[src/rtl/regfile_sb.sv]
// Integer register file: two combinational read ports, two write ports (port 1 wins on a
// same-address collision), optional write-to-read bypass and a per-register busy scoreboard
// with a registered count of busy registers for RAW hazard detection in decode.
module regfile_sb #(
  parameter int unsigned DATA_W   = 32,
  parameter int unsigned ADDR_W   = 5,
  parameter int unsigned ZERO_REG = 1,
  parameter int unsigned BYPASS   = 1
) (
  input  logic              i_clk,
  input  logic              i_reset,
  input  logic [ADDR_W-1:0] i_rs1_addr,
  output logic [DATA_W-1:0] o_rs1_data,
  output logic              o_rs1_busy,
  input  logic [ADDR_W-1:0] i_rs2_addr,
  output logic [DATA_W-1:0] o_rs2_data,
  output logic              o_rs2_busy,
  input  logic              i_wr0_en,
  input  logic [ADDR_W-1:0] i_wr0_addr,
  input  logic [DATA_W-1:0] i_wr0_data,
  input  logic              i_wr1_en,
  input  logic [ADDR_W-1:0] i_wr1_addr,
  input  logic [DATA_W-1:0] i_wr1_data,
  input  logic              i_issue_en,
  input  logic [ADDR_W-1:0] i_issue_addr,
  output logic [ADDR_W:0]   o_busy_cnt
);

  localparam int unsigned NUM_REGS = 2 ** ADDR_W;
  localparam bit          ZeroEn   = (ZERO_REG != 0);
  localparam bit          BypassEn = (BYPASS != 0);

  logic [DATA_W-1:0]   regs_q [NUM_REGS];
  logic [DATA_W-1:0]   regs_d [NUM_REGS];
  logic [NUM_REGS-1:0] busy_q, busy_d;
  logic [ADDR_W:0]     cnt_q, cnt_d;
  logic                wr0_ok, wr1_ok, issue_ok;

  // Bypassed read of one port; x0 is hard-wired to zero before any forwarding.
  function automatic logic [DATA_W-1:0] read_port(input logic [ADDR_W-1:0] addr);
    logic [DATA_W-1:0] val;
    val = regs_q[addr];
    if (BypassEn && i_wr0_en && (i_wr0_addr == addr)) val = i_wr0_data;
    if (BypassEn && i_wr1_en && (i_wr1_addr == addr)) val = i_wr1_data;
    if (ZeroEn && (addr == '0)) val = '0;
    return val;
  endfunction

  // A same-cycle writeback hides the busy bit only when its data is being forwarded.
  function automatic logic read_busy(input logic [ADDR_W-1:0] addr);
    logic hit;
    hit = (i_wr0_en && (i_wr0_addr == addr)) || (i_wr1_en && (i_wr1_addr == addr));
    return busy_q[addr] & ~(BypassEn & hit);
  endfunction

  // Qualify writes and issue against the hard-wired zero register.
  always_comb begin
    wr0_ok   = i_wr0_en & ~(ZeroEn && (i_wr0_addr == '0));
    wr1_ok   = i_wr1_en & ~(ZeroEn && (i_wr1_addr == '0));
    issue_ok = i_issue_en & ~(ZeroEn && (i_issue_addr == '0));
  end

  // Next-state for storage, scoreboard and busy count; later assignments take priority.
  always_comb begin
    regs_d = regs_q;
    busy_d = busy_q;
    if (wr0_ok) begin
      regs_d[i_wr0_addr] = i_wr0_data;
      busy_d[i_wr0_addr] = 1'b0;
    end
    if (wr1_ok) begin
      regs_d[i_wr1_addr] = i_wr1_data;
      busy_d[i_wr1_addr] = 1'b0;
    end
    // A new producer issued alongside the old one's writeback keeps the register busy.
    if (issue_ok) busy_d[i_issue_addr] = 1'b1;
    cnt_d = '0;
    for (int i = 0; i < NUM_REGS; i++) begin
      cnt_d = cnt_d + (ADDR_W + 1)'(busy_d[i]);
    end
  end

  // State registers, cleared asynchronously.
  always_ff @(posedge i_clk or negedge i_reset) begin
    if (!i_reset) begin
      for (int i = 0; i < NUM_REGS; i++) regs_q[i] <= '0;
      busy_q <= '0;
      cnt_q  <= '0;
    end else begin
      regs_q <= regs_d;
      busy_q <= busy_d;
      cnt_q  <= cnt_d;
    end
  end

  // Combinational read ports.
  always_comb begin
    o_rs1_data = read_port(i_rs1_addr);
    o_rs2_data = read_port(i_rs2_addr);
    o_rs1_busy = read_busy(i_rs1_addr);
    o_rs2_busy = read_busy(i_rs2_addr);
    o_busy_cnt = cnt_q;
  end

endmodule
[config.mk]
export PLATFORM = sky130hd
export DESIGN_NAME = regfile_sb
export DESIGN_NICKNAME = d
export VERILOG_FILES = /design/src/rtl/regfile_sb.sv
export SDC_FILE = /design/constraint.sdc
export NUM_CORES = 2
export LEC_CHECK = 0
export BUFFER_PORTS_ARGS = -buffer_cell sky130_fd_sc_hd__clkbuf_2
export CORE_ASPECT_RATIO = 0.6
export CORE_UTILIZATION = 34
export DETAILED_ROUTE_END_ITERATION = 6
export PLACE_DENSITY = 0.59
export SETUP_SLACK_MARGIN = 0.05
export SKIP_LAST_GASP = 1
export SYNTH_ARGS = -nofsm -noshare
export SYNTH_HDL_FRONTEND = slang
export SYNTH_SLANG_ARGS = --single-unit
[constraint.sdc]
create_clock -name i_clk -period 5.4 [get_ports i_clk]
set_clock_uncertainty 0.2 [all_clocks]
set_input_delay 1.08 -clock i_clk [delete_from_list [all_inputs] [get_ports i_clk]]
set_output_delay 1.08 -clock i_clk [all_outputs]
set_load 0.005 [all_outputs]
==> results.tsv <==
metric	value	unit
critical path peak fanout	6	
Lkg Pwr	35.6	nW
Slew HR	8.65	%
WP buf/inv	4	
Primary FF master, synth	dfrtp_1	
critical path's largest stage delay	600	ps
Slew Viols, Final	0	
crit path kind	in2reg	
CTS tree	yes	
synthesis-stage register bit count	1062	
M1 GR Usage	42.9	%
CP Data Required Time	5820	ps
Comb power frac	32.7	%
final worst-path cycle share	104	%
fmax	178	MHz
synth warn	0	
P_int	19.6	mW
DR iter-0 viols	10211	
Critical Path Stages	18	
clock root buffer	clkbuf_16	
Rows	127	
Switching Fraction	34.7	%
minimum clock period	5630	ps
NumNets Final	7131	
WP data arrival	6050	ps
grt ovf	0	
Worst path most repeated cell	fa_2	
area of the mapped netlist	68600	µm²
placeable core area	200000	µm²
largest net degree at the start of global routing	119	
Final Setup Violations	5	
status	finished, violations left	
cell count after synthesis	7120	
Mapped Nets	7245	
Die Ht	350	µm
failing checks	negative setup slack	
Num CTS Buffers	106	
CP top delay family	adder cells	
vias per cell	6.37	
PortBufs	165	
final worst-path setup slack	-228	ps
clk slew on worst S/H paths	80	ps
Die ar.	204000	µm²
Max rail drop VDD	1.02	mV
dpl ws	-1050	ps
Synth Area per Inst	9.63	µm²
ys async rst share	100	%
DP Area	73800	µm²
area grow syn2layout	13.7	%
Bufs on Longest Clock Path	3	
Fin. Hold Viols	0	
share of layout cells above drive strength 1	18.4	%
crit path capture type	register	
detailed-route DRC error count	0	
IO Count	166	
Netlist cell types	62	
DP Wirelength	194000	µm
clk_lat worst skew	730	ps
total of max-cap violations	0	
initial core utilization	34.3	%
clock sinks	1062	
CP startpoint kind	input pin	
met3 Use GR	13.5	%
hold_ws	156	ps
routability cong.	0.934	
via count	62075	
GR Util met2	40.9	%
gr busiest metal	met1	
cells along the critical path	buf_6 -> buf_6 -> nor2_4 -> nand3_4 -> a32o_2 -> fa_1 -> fa_2 -> fa_2 -> fa_2 -> inv_2 -> fa_2 -> fa_2 -> inv_2 -> ha_4 -> fa_2 -> a21o_1 -> a21oi_2 -> xnor2_1	
hold-fix buffer count after cts	0	
Die Width	582	µm
worst-margin pin slew	1370	ps
CP Launch Point	i_wr0_addr[3]	
most frequent cells in the layout	1417 x mux2i_1, 1062 x dfrtp_1, 768 x nor2_1, 684 x a21oi_1, 617 x nand2_1	
Min-Delay Path Class	in2async	
R2R depth	16	
net switching power	10.4	mW
initial antenna violation count	24	
Detailed Route WL	325000	µm
WL per Instance	33.3	µm
first-pass GRT wire length	451000	µm
Post-synth EDFFs	0	
Overall Global Routing Usage	30.8	%
DRT Pass-1 Iters	6	
vias in the first global route	57372	
Power Density	385	nW/µm²
RR Startpoint	busy_q[27]	
Crit-path slowest cell	fa_2	
post-detailed-route count of antenna-violating nets	0	
Seq/Total Area, Yosys	38.8	%
unrepaired setup endpoints after global routing	true	
leading cell type in the layout, fill and taps excluded	mux2i_1	
Clk network pwr share	28.0	%
final instance area	78000	µm²
filler instances	19508	
sum of negative setup slack	-671	ps
sequential fraction of design power	39.3	%
CTS H-Tree Depth	3	
metrics by stage:
step / std cells / utilization (%) / total power, mW
final: 9748 / 39.0 / 30.0
after global routing: 9744 / 39.0 / 31.4
after CTS: 9728 / 38.8 / 29.7
after detailed placement: 9528 / 36.9 / 21.3
after global placement: 9528 / 36.9 / 21.1
after floorplan: 7120 / - / 17.9
routing by layer:
metal  vias up  wire length (µm)
met4        16             15600
li1      25280                 -
met3       916             52600
met1     30739            131000
met5         -                90
met2      5124            125000
area by class of cell:
cell class | instances | area [µm²] | share of cell area, %
tap | 2644 | 3310 | 4.24
multi-input combinational | 5129 | 38800 | 49.7
clock buffer | 156 | 3220 | 4.13
clock inverter | 41 | 586 | 0.751
sequential | 1062 | 26600 | 34.1
inverter | 80 | 300 | 0.385
timing repair buffer | 627 | 5180 | 6.64
antenna | 9 | 22.5 | 0.0289
Yosys cell counts (67+ instances only):
master,count,area (µm²)
a22oi_1,67,503
buf_4,71,533
mux4_2,273,6150
clkbuf_1,517,1940
mux2i_1,1417,14200
dfrtp_1,1062,26600
a21oi_1,686,3430
o21ai_0,578,2890
buf_2,143,716
nor2_1,799,3000
o22ai_1,122,763
buf_1,92,345
inv_1,79,297
nand2_1,660,2480
kinds of logic after synthesis:
logic type | Yosys count | synth area share, %
DFF | 1062 | 38.8
muxes | 1725 | 30.2
xor gates and xnor gates | 23 | 0.294
and+or+nand+nor | 1679 | 9.98
buffers and inverters | 930 | 5.90
AOI/OAI and AO/OA | 1670 | 14.0
adders and majority gates | 31 | 0.828
flip-flops by register name (all words and copies together) (netlist names):
signal / count
regs_q: 1024
busy_q: 32
o_busy_cnt: 6
repair_timing:
action | in CTS | in global routing
buffers inserted | 3 | 11
gates resized for setup | 21 | 58
gates cloned | 0 | 1
setup endpoints to repair | 6 | 34
pin swaps | 9 | 22
final timing paths:
check                                end  slack [ps]
min in group i_clk          regs_q[1023]         200
setup reg to reg           o_busy_cnt[4]         310
setup / recovery           o_busy_cnt[4]        -230
max in group asynchronous     regs_q[49]        3320
hold / removal             o_busy_cnt[0]         160
hold reg to reg             regs_q[1023]         200
power by group through the flow:
stage | combinational, mW | sequential (mW) | clock (mW)
2_1_floorplan | 6.70 | 11.2 | 0
5_1_grt | 10.7 | 12.0 | 8.71
3_3_place_gp | 9.45 | 11.7 | 0
3_5_place_dp | 9.53 | 11.8 | 0
4_1_cts | 9.66 | 11.7 | 8.41
6_report | 9.81 | 11.8 | 8.39
Power figures use the tool's default switching activity.
